## src/rtl/cordic_prerotate_pkg.sv

```systemverilog
// Shared constants for the CORDIC input conditioning stage and the rotation core.
// Angles are signed Q8.12 degrees.
package cordic_prerotate_pkg;

  localparam int W        = 20;
  localparam int CORE_LAT = 10;

  localparam logic signed [W-1:0] DEG90 = 20'sh5A000;
  localparam logic signed [W-1:0] NEG90 = -DEG90;
  localparam logic signed [W-1:0] SMAX  = {1'b0, {(W-1){1'b1}}};
  localparam logic signed [W-1:0] SMIN  = {1'b1, {(W-1){1'b0}}};

  typedef enum logic [1:0] {
    QUAD_NONE = 2'b00,
    QUAD_POS  = 2'b01,
    QUAD_NEG  = 2'b10
  } quad_e;

  // atan(2^-i) in Q8.12 degrees, one entry per core stage
  localparam logic signed [W-1:0] ATAN_TAB [0:W-1] = '{
    20'sd184320, 20'sd108810, 20'sd57492, 20'sd29184, 20'sd14649,
    20'sd7331,   20'sd3667,   20'sd1833,  20'sd917,   20'sd458,
    20'sd229,    20'sd115,    20'sd57,    20'sd29,    20'sd14,
    20'sd7,      20'sd4,      20'sd2,     20'sd1,     20'sd0
  };

endpackage

```

## src/rtl/cordic_prerotate_if.sv

```systemverilog
// Sample bus between the upstream source, the pre-rotation stage and the core.
interface cordic_prerotate_if;
  import cordic_prerotate_pkg::*;

  logic                in_valid;
  logic signed [W-1:0] x_in;
  logic signed [W-1:0] y_in;
  logic signed [W-1:0] angle_in;
  logic                sat_clr;
  logic signed [W-1:0] x_pre;
  logic signed [W-1:0] y_pre;
  logic signed [W-1:0] angle_pre;
  logic                pre_valid;
  logic                core_valid;
  logic [1:0]          quad;
  logic                sat_flag;

  modport master (
    output in_valid, x_in, y_in, angle_in, sat_clr,
    input  x_pre, y_pre, angle_pre, pre_valid, core_valid, quad, sat_flag
  );

  modport slave (
    input  in_valid, x_in, y_in, angle_in, sat_clr,
    output x_pre, y_pre, angle_pre, pre_valid, core_valid, quad, sat_flag
  );
endinterface

```

## src/rtl/cordic_prerotate_valid_delay.sv

```systemverilog
// N-deep single-bit shift register with async reset; tracks sample validity
// alongside a fixed-latency datapath.
module valid_delay #(
  parameter int N = 10
) (
  input  logic clk,
  input  logic rst,
  input  logic d_i,
  output logic q_o
);
  logic [N-1:0] sh_q;

  always_ff @(posedge clk or posedge rst) begin
    if (rst) begin
      sh_q <= '0;
    end else begin
      sh_q[0] <= d_i;
      for (int i = 1; i < N; i++) sh_q[i] <= sh_q[i-1];
    end
  end

  assign q_o = sh_q[N-1];
endmodule

```

## src/rtl/cordic_prerotate.sv

```systemverilog
// Folds any Q8.12 angle into [-90, +90] degrees with an exact +/-90 rotation of
// (x, y) ahead of the CORDIC core, and delays validity to match the core output.
module cordic_prerotate
  import cordic_prerotate_pkg::*;
(
  input  logic             clk,
  input  logic             rst,
  cordic_prerotate_if.slave bus
);

  function automatic logic signed [W-1:0] neg_sat(input logic signed [W-1:0] a);
    logic signed [W:0] n;
    n = -{a[W-1], a};
    if (n[W] != n[W-1]) return SMAX;
    return n[W-1:0];
  endfunction

  function automatic logic neg_ovf(input logic signed [W-1:0] a);
    logic signed [W:0] n;
    n = -{a[W-1], a};
    return n[W] != n[W-1];
  endfunction

  quad_e               cls_d;
  logic signed [W-1:0] x_p1_q, y_p1_q, ang_p1_q;
  quad_e               cls_p1_q;
  logic                vld_p1_q;
  logic signed [W-1:0] x_p2_d, y_p2_d, ang_p2_d;
  logic signed [W-1:0] x_p2_q, y_p2_q, ang_p2_q;
  logic                vld_p2_q;
  quad_e               quad_d, quad_q;
  logic                ovf, sat_d, sat_q;

  always_comb begin
    cls_d = QUAD_NONE;
    if (bus.angle_in > DEG90)      cls_d = QUAD_POS;
    else if (bus.angle_in < NEG90) cls_d = QUAD_NEG;
  end

  // stage 1: capture sample and fold class
  always_ff @(posedge clk or posedge rst) begin
    if (rst) begin
      x_p1_q   <= '0;
      y_p1_q   <= '0;
      ang_p1_q <= '0;
      cls_p1_q <= QUAD_NONE;
      vld_p1_q <= 1'b0;
    end else begin
      x_p1_q   <= bus.x_in;
      y_p1_q   <= bus.y_in;
      ang_p1_q <= bus.angle_in;
      cls_p1_q <= cls_d;
      vld_p1_q <= bus.in_valid;
    end
  end

  always_comb begin
    x_p2_d   = x_p1_q;
    y_p2_d   = y_p1_q;
    ang_p2_d = ang_p1_q;
    ovf      = 1'b0;
    case (cls_p1_q)
      QUAD_POS: begin
        x_p2_d   = neg_sat(y_p1_q);
        y_p2_d   = x_p1_q;
        ang_p2_d = ang_p1_q - DEG90;
        ovf      = neg_ovf(y_p1_q);
      end
      QUAD_NEG: begin
        x_p2_d   = y_p1_q;
        y_p2_d   = neg_sat(x_p1_q);
        ang_p2_d = ang_p1_q + DEG90;
        ovf      = neg_ovf(x_p1_q);
      end
      default: ;
    endcase
    // invalid samples flow through but never touch quad or the sticky flag
    quad_d = vld_p1_q ? cls_p1_q : quad_q;
    if (vld_p1_q && ovf) sat_d = 1'b1;
    else if (bus.sat_clr) sat_d = 1'b0;
    else                  sat_d = sat_q;
  end

  // stage 2: rotated outputs to the core
  always_ff @(posedge clk or posedge rst) begin
    if (rst) begin
      x_p2_q   <= '0;
      y_p2_q   <= '0;
      ang_p2_q <= '0;
      vld_p2_q <= 1'b0;
      quad_q   <= QUAD_NONE;
      sat_q    <= 1'b0;
    end else begin
      x_p2_q   <= x_p2_d;
      y_p2_q   <= y_p2_d;
      ang_p2_q <= ang_p2_d;
      vld_p2_q <= vld_p1_q;
      quad_q   <= quad_d;
      sat_q    <= sat_d;
    end
  end

  valid_delay #(.N(CORE_LAT)) u_core_vld (
    .clk (clk),
    .rst (rst),
    .d_i (vld_p2_q),
    .q_o (bus.core_valid)
  );

  assign bus.x_pre     = x_p2_q;
  assign bus.y_pre     = y_p2_q;
  assign bus.angle_pre = ang_p2_q;
  assign bus.pre_valid = vld_p2_q;
  assign bus.quad      = quad_q;
  assign bus.sat_flag  = sat_q;

endmodule

```

## src/flat_wrapper.sv

```systemverilog
// flat-port wrapper written by rule: the top's interface ports become plain ports
module cordic_prerotate_flat import cordic_prerotate_pkg::*;
  (clk, rst, bus_in_valid, bus_x_in, bus_y_in, bus_angle_in, bus_sat_clr, bus_x_pre, bus_y_pre, bus_angle_pre, bus_pre_valid, bus_core_valid, bus_quad, bus_sat_flag);
  cordic_prerotate_if bus_i ();
  input  logic clk;
  input  logic rst;
  input wire logic [$bits(bus_i.in_valid)-1:0] bus_in_valid;
  input wire logic [$bits(bus_i.x_in)-1:0] bus_x_in;
  input wire logic [$bits(bus_i.y_in)-1:0] bus_y_in;
  input wire logic [$bits(bus_i.angle_in)-1:0] bus_angle_in;
  input wire logic [$bits(bus_i.sat_clr)-1:0] bus_sat_clr;
  output wire logic [$bits(bus_i.x_pre)-1:0] bus_x_pre;
  output wire logic [$bits(bus_i.y_pre)-1:0] bus_y_pre;
  output wire logic [$bits(bus_i.angle_pre)-1:0] bus_angle_pre;
  output wire logic [$bits(bus_i.pre_valid)-1:0] bus_pre_valid;
  output wire logic [$bits(bus_i.core_valid)-1:0] bus_core_valid;
  output wire logic [$bits(bus_i.quad)-1:0] bus_quad;
  output wire logic [$bits(bus_i.sat_flag)-1:0] bus_sat_flag;
  assign bus_i.in_valid = bus_in_valid;
  assign bus_i.x_in = bus_x_in;
  assign bus_i.y_in = bus_y_in;
  assign bus_i.angle_in = bus_angle_in;
  assign bus_i.sat_clr = bus_sat_clr;
  assign bus_x_pre = bus_i.x_pre;
  assign bus_y_pre = bus_i.y_pre;
  assign bus_angle_pre = bus_i.angle_pre;
  assign bus_pre_valid = bus_i.pre_valid;
  assign bus_core_valid = bus_i.core_valid;
  assign bus_quad = bus_i.quad;
  assign bus_sat_flag = bus_i.sat_flag;
  cordic_prerotate u_core (.clk(clk), .rst(rst), .bus(bus_i));
endmodule
```

## config.mk

```make
export PLATFORM = sky130hd
export DESIGN_NAME = cordic_prerotate_flat
export DESIGN_NICKNAME = d
export VERILOG_FILES = /design/src/rtl/cordic_prerotate_pkg.sv /design/src/rtl/cordic_prerotate_if.sv /design/src/rtl/cordic_prerotate_valid_delay.sv /design/src/rtl/cordic_prerotate.sv /design/src/flat_wrapper.sv
export SDC_FILE = /design/constraint.sdc
export NUM_CORES = 1
export LEC_CHECK = 0
export ABC_CLOCK_PERIOD_IN_PS = 7500
export BUFFER_PORTS_ARGS = -buffer_cell sky130_fd_sc_hd__buf_2
export CAP_MARGIN = 20
export CELL_PAD_IN_SITES_DETAIL_PLACEMENT = 0
export CELL_PAD_IN_SITES_GLOBAL_PLACEMENT = 1
export CORE_UTILIZATION = 42
export DETAILED_ROUTE_END_ITERATION = 8
export PLACE_DENSITY_LB_ADDON = 0.1
export REMOVE_ABC_BUFFERS = 1
export SLEW_MARGIN = 20
export SYNTH_ARGS = -nofsm -noshare
export SYNTH_HDL_FRONTEND = slang
export SYNTH_SLANG_ARGS = --single-unit
```

## constraint.sdc

```tcl
create_clock -name clk -period 7.5 [get_ports clk]
set_input_delay 0.75 -clock clk [delete_from_list [all_inputs] [get_ports clk]]
set_output_delay 0.75 -clock clk [all_outputs]
set_load 0.01 [all_outputs]
```

==> results of run 1 <==
area by class of cell:
cell class                 instances  area (um2)  share of cell area
clock buffer                      19         443              0.0645
clock inverter                    13         134              0.0195
inverter                          27         106              0.0155
multi-input combinational        297        1880               0.274
sequential                       137        3430               0.499
tap                              172         215              0.0313
timing repair buffer             131         663              0.0965
logic make-up after synthesis:
kind of cell,count (synthesis),share of synthesized area
flops,137,0.624
buf+inv,48,0.0342
compound gates,145,0.161
xor+xnor,18,0.0287
fa+ha+maj,12,0.0287
mux,8,0.0153
simple gates,114,0.108
layout by cell type (no fill, tap or decap), drive strengths merged, types with 4 or more instances in the layout:
master  count
dfrtp     137
buf       131
a21oi      76
inv        33
nand2      32
nor2       30
o21ai      21
clkbuf     19
a221oi     14
nor3       13
xnor2      13
ha         11
nor4       10
or3         6
mux2i       5
xor2        5
o311ai      5
nand3       4
a211oi      4
or4         4
clkinv      4
stage by stage:
stage / cell area (um2) / utilization
after floorplan: 5410 / -
after global placement: 6290 / 0.497
after detailed placement: 6290 / 0.497
after CTS: 6870 / 0.542
after global routing: 6870 / 0.542
final: 6870 / 0.542
flip-flops by register name, summed over array words and instances (netlist names):
| name | flops |
|---|---|
| u_core.ang_p1_q | 20 |
| u_core.bus.angle_pre | 20 |
| u_core.bus.pre_valid | 1 |
| u_core.bus.quad | 2 |
| u_core.bus.sat_flag | 1 |
| u_core.bus.x_pre | 20 |
| u_core.bus.y_pre | 20 |
| u_core.cls_p1_q | 2 |
| u_core.u_core_vld.sh_q | 10 |
| u_core.vld_p1_q | 1 |
| u_core.x_p1_q | 20 |
| u_core.y_p1_q | 20 |
where the power goes:
part	leakage, uW	total, uW	switching [uW]	internal (uW)
Sequential	0.00162	827	31.4	795
Clock	0.000279	801	327	474
Combinational	0.00124	208	126	81.6
Total	0.00315	1840	485	1350
per-layer routing:
layer,global-route usage,vias up,share of wire
li1,-,1991,-
met1,0.281,1995,0.44
met2,0.323,134,0.47
met3,0.0618,25,0.071
met4,0.0949,2,0.019
met5,0,-,0.00075
critical path, delay by kind of cell, from the launching register on:
kind,cells,cell delay [ns]
XOR/XNOR,1,0.15
flip-flops,1,0.43
adder cells (fa/ha/maj),1,0.29
AND/OR/NAND/NOR,5,1.84
AO/OA/AOI/OAI,2,1.01
path summary, 6_finish.rpt:
check | to | slack [ns] | start | cells past startpoint
max | u_core.bus.x_pre[13] | 3.65 | u_core.y_p1_q[2] | 9
min in group asynchronous | u_core.bus.x_pre[3] | 0.36 | rst | 2
max in group asynchronous | u_core.ang_p1_q[17] | 5.80 | rst | 3
min reg2reg | u_core.bus.angle_pre[4] | 0.35 | u_core.ang_p1_q[4] | 0
max reg2reg | u_core.bus.x_pre[13] | 3.65 | u_core.y_p1_q[2] | 9
min | u_core.bus.angle_pre[4] | 0.35 | u_core.ang_p1_q[4] | 0
==> impl_metrics.py, run 1 <==
metrics = {
    "place": {
        "dp.final_hpwl_mm": 9.03,
        "io_buffers": 128,
        "dpl.cell_count": 764,
        "post-place-ws_ns": 3.67,
        "place_congestion": 0.824,
    },
    "worst_setup_path": {
        "critPathRequiredTime_ns": 7.80,
        "cpPeakStageDelay_ns": 0.79,
        "critPathSlowestCell": "a21oi_1",
        "path_cells": "nor3_1, nand2_1, or2_2, nor3_1, xnor2_1, ha_1, a21oi_1, o2111ai_1, and3_1",
        "path_max_fanout": 10,
        "worstPathArrival_ns": 4.15,
        "critPathKind": "flop to flop",
        "crit_top_cell": "nor3_1",
        "end_kind": "flop",
        "start_kind": "flop",
    },
    "yosys": {
        "synth_most_common_cell": "dfrtp_1",
        "syn_area_mm2": 0.00550,
        "ys_ff_latch": 137,
        "synth_top_area_frac": 0.624,
        "async_flop_share": 1.00,
        "yosysSeqAreaShare": 0.624,
        "synth-warning-count": 0,
        "synthCells": 482,
        "synth_top_cells_by_area": "dfrtp_1 (62%), a21oi_1 (6.9%), ha_1 (2.5%)",
        "synthFlopType": "dfrtp_1",
        "ys_top_cells_by_count": "dfrtp_1 (137), a21oi_1 (76), nand2_1 (32), nor2_1 (30), inv_1 (26)",
        "synth_top_cell_by_area": "dfrtp_1",
        "synth_edf_count": 0,
        "syn_area_per_cell_um2": 11.4,
        "yosys.cell_types.count": 54,
    },
    "layout": {
        "drive_above_1_share": 0.280,
        "fin_cells": 796,
        "fillers": 1170,
        "syn_to_final_growth_pct": 25.0,
        "nets": 687,
        "antenna_cells": 0,
    },
    "clock_network": {
        "clk_pin_slew_ns": 0.06,
        "clock_latency_ns": 0.42,
        "cts.repair.resized": 0,
        "htreeDepth": 4,
        "tritoncts": "yes",
        "postCtsSetupBuffers": 0,
        "cts_sinks": 137,
        "cts-root-buf": "clkbuf_16",
        "cts_hold_buf": 0,
        "numCtsBuffers": 17,
        "cts_max_path_buffers": 2,
    },
    "sta": {
        "hold_viol": 0,
        "rsz0062_at_grt": "false",
        "skew_ns": 0.00671,
        "setup_viol": 0,
        "worst_slew_pin_slew_ns": 1.03,
        "fin_setup_tns_ns": 0,
        "whs_ns": 0.347,
        "min_period_ns": 3.85,
        "layout_setup_ws_ns": 3.65,
        "drv_slew": 0,
        "max_freq_mhz": 260,
        "min_period_over_period": 0.513,
        "slew-limit-headroom": 0.312,
    },
    "routing": {
        "num_vias": 4147,
        "wl_per_cell_um": 16.7,
        "drt-total-wl_mm": 13.3,
        "drc_errors": 0,
        "vias_per_cell": 5.21,
        "drt_iter0_drc": 282,
        "dr.pass1.iters": 4,
        "ant_nets": 0,
    },
    "floorplan": {
        "die-area_mm2": 0.0135,
        "initial_core_util": 0.434,
        "die_x_um": 116,
        "pin_count": 129,
        "die_y_um": 116,
        "fp-row-count": 41,
        "core_area_mm2": 0.0127,
    },
    "global_routing": {
        "grt_first_pass_wirelength_mm": 20.9,
        "grt_max_degree": 83,
        "antenna_found_initial": 1,
        "grt_pass1_vias": 4021,
        "grt.overflow.total": 0,
        "track_usage": 0.212,
    },
    "power_and_ir_drop": {
        "power_leakage_uw": 0.00315,
        "p_per_area_mw_per_mm2": 267,
        "totalPowerFinal_uw": 1840,
        "peakVddDrop_uv": 138,
    },
    "run": {
        "maxCapViolations": 0,
    },
    "worst_hold_path": {
        "hp-class": "flop to flop",
    },
    "outcome": {
        "status": "finished clean",
    },
}
Power figures use the tool's default switching activity.
==> run 2, diff against run 1 <==
--- a/config.mk
+++ b/config.mk
@@ -5,12 +5,12 @@
 export SDC_FILE = /design/constraint.sdc
 export NUM_CORES = 1
 export LEC_CHECK = 0
-export ABC_CLOCK_PERIOD_IN_PS = 7500
+export ABC_CLOCK_PERIOD_IN_PS = 3100
 export BUFFER_PORTS_ARGS = -buffer_cell sky130_fd_sc_hd__buf_2
 export CAP_MARGIN = 20
 export CELL_PAD_IN_SITES_DETAIL_PLACEMENT = 0
 export CELL_PAD_IN_SITES_GLOBAL_PLACEMENT = 1
-export CORE_UTILIZATION = 42
+export CORE_UTILIZATION = 38
 export DETAILED_ROUTE_END_ITERATION = 8
 export PLACE_DENSITY_LB_ADDON = 0.1
 export REMOVE_ABC_BUFFERS = 1
==> constraint.sdc (replaced) <==
create_clock -name clk -period 3.1 [get_ports clk]
set_input_delay 0.31 -clock clk [delete_from_list [all_inputs] [get_ports clk]]
set_output_delay 0.31 -clock clk [all_outputs]
set_load 0.01 [all_outputs]
==> run 2 against run 1 <==
  * Critical path depth is the same
  * Clock skew shrank 0.0024 ns
  * Sequential share of layout area decreased by 5.2 points
  * Maximum frequency up 30%
  * Worst setup slack lost 3.5 ns
  * Largest cell class unchanged
  * Largest power group unchanged
  * Highest routed layer is now met4
==> impl_metrics.py, run 2 (synthesized netlist as in run 1, its figures left out) <==
metrics = {
    "global_routing": {
        "use_met1": 0.276,
        "track_usage": 0.215,
        "grt_pass1_vias": 4578,
        "grt_max_degree": 74,
        "gr-usage-met2": 0.346,
        "antenna_found_initial": 0,
        "grt_first_pass_wirelength_mm": 23.7,
        "met3_usage": 0.0586,
        "grt.overflow.total": 0,
        "busiest_layer": "met2",
    },
    "run": {
        "maxCapViolations": 0,
    },
    "routing": {
        "drt-total-wl_mm": 14.8,
        "ant_nets": 0,
        "wl_per_cell_um": 16.7,
        "num_vias": 4504,
        "dr.pass1.iters": 5,
        "drt_iter0_drc": 307,
        "vias_per_cell": 5.08,
        "drc_errors": 0,
    },
    "clock_network": {
        "htreeDepth": 4,
        "cts-root-buf": "clkbuf_16",
        "cts_sinks": 137,
        "clk_pin_slew_ns": 0.06,
        "clock_latency_ns": 0.42,
        "numCtsBuffers": 17,
        "cts_max_path_buffers": 2,
        "tritoncts": "yes",
        "postCtsSetupBuffers": 0,
    },
    "worst_setup_path": {
        "critPathRequiredTime_ns": 3.41,
        "critPathKind": "flop to flop",
        "path_max_fanout": 4,
        "worstPathArrival_ns": 3.26,
        "path_cells": "or4_1, or3_1, nor3_2, xnor2_1, ha_1, nand2_1, nand2_1, or4_1, and3_1",
        "start_kind": "flop",
        "r2r-start": "u_core.y_p1_q[15]",
        "r2r-end": "u_core.bus.x_pre[13]",
        "cpPeakStageDelay_ns": 0.53,
        "cp_top_family": "simple AND/OR/NAND/NOR gates",
        "cp-endpoint": "u_core.bus.x_pre[13]",
        "rrSetupSlack_ns": 0.15,
        "crit_buf_inv": 0,
        "path_depth": 9,
        "critPathSlowestCell": "or4_1",
        "crit_start": "u_core.y_p1_q[15]",
        "end_kind": "flop",
        "ff2ff_path_depth": 9,
    },
    "place": {
        "io_buffers": 128,
        "place_congestion": 0.867,
        "dpl.cell_count": 799,
        "dp.final_hpwl_mm": 9.97,
    },
    "floorplan": {
        "fp-row-count": 43,
        "die-area_mm2": 0.0149,
        "die_x_um": 122,
        "initial_core_util": 0.393,
        "die_y_um": 122,
        "pin_count": 129,
        "core_area_mm2": 0.0140,
    },
    "sta": {
        "setup_viol": 0,
        "drv_slew": 0,
        "slew-limit-headroom": 0.512,
        "rsz0062_at_grt": "false",
        "hold_viol": 0,
        "min_period_over_period": 0.951,
        "worst_slew_pin_slew_ns": 0.732,
        "skew_ns": 0.00432,
        "fin_setup_tns_ns": 0,
        "max_freq_mhz": 339,
        "min_period_ns": 2.95,
    },
    "layout": {
        "fillers": 1255,
        "final_cell_mix": "dfrtp_1 (137), buf_2 (128), a21oi_1 (76)",
        "antenna_cells": 0,
        "nets": 770,
        "syn_to_final_growth_pct": 39.5,
        "fin_cells": 887,
        "drive_above_1_share": 0.289,
        "final_common_cell": "dfrtp_1",
    },
    "power_and_ir_drop": {
        "pwr-share-seq": 0.440,
        "p_per_area_mw_per_mm2": 591,
        "p_sw_uw": 1220,
        "peakVddDrop_uv": 384,
        "p_int_uw": 3310,
        "switching_share": 0.268,
        "power_leakage_uw": 0.00350,
        "clockPowerShare": 0.427,
        "combPwrFrac": 0.133,
    },
    "worst_hold_path": {
        "hp-class": "primary input to flop",
        "whs_path_depth": 1,
    },
    "outcome": {
        "status": "finished clean",
    },
}
run 2: timing repair:
action / 4_1_cts / 5_1_grt
hold buffers: 56 / 0
endpoints found under the setup margin: 0 / 2
resized for setup: 0 / 3
hold endpoints to repair: 74 / 0
run 2: worst min path at each step:
stage | startpoint | to | slack [ns]
floorplan | u_core.ang_p1_q[0] | u_core.bus.angle_pre[0] | 0.33
global route | bus_y_in[12] | u_core.y_p1_q[12] | 0.003
finish | bus_angle_in[18] | u_core.ang_p1_q[18] | 0.02
global placement | u_core.ang_p1_q[9] | u_core.bus.angle_pre[9] | 0.33
CTS | bus_angle_in[19] | u_core.ang_p1_q[19] | 0.0006
detailed placement | u_core.ang_p1_q[9] | u_core.bus.angle_pre[9] | 0.33
run 2: per-layer routing:
metal,wire length (um),vias to the layer above
met3,907,19
met1,6530,2183
met2,7120,143
li1,-,2159
met4,285,0
met5,0,-
run 2: cell type report:
cell class / count / area, um2 / area share
Multi-Input combinational cell: 297 / 1900 / 0.248
Sequential cell: 137 / 3430 / 0.447
Inverter: 27 / 106 / 0.0139
Tap cell: 180 / 225 / 0.0294
Timing Repair Buffer: 214 / 1440 / 0.188
Clock inverter: 13 / 135 / 0.0176
Clock buffer: 19 / 433 / 0.0565
run 2: metrics by stage:
stage	util	power [uW]	hold slack (ns)	area (um2)	setup slack, ns
finish	0.548	4530	0.0182	7660	0.151
global route	0.548	4730	0.00337	7660	0.00404
CTS	0.547	4580	0.000601	7650	0.104
detailed placement	0.466	2570	0.335	6520	0.125
global placement	0.466	2570	0.332	6520	0.160
floorplan	-	2310	0.331	5410	-0.878
run 2: power by group through the flow:
stage                     Combinational, uW  Clock, uW  Sequential (uW)
after global routing                    670       2060             2010
after floorplan                         244          0             2060
after global placement                  545          0             2020
final                                   600       1940             1990
after CTS                               607       1980             1990
after detailed placement                550          0             2020
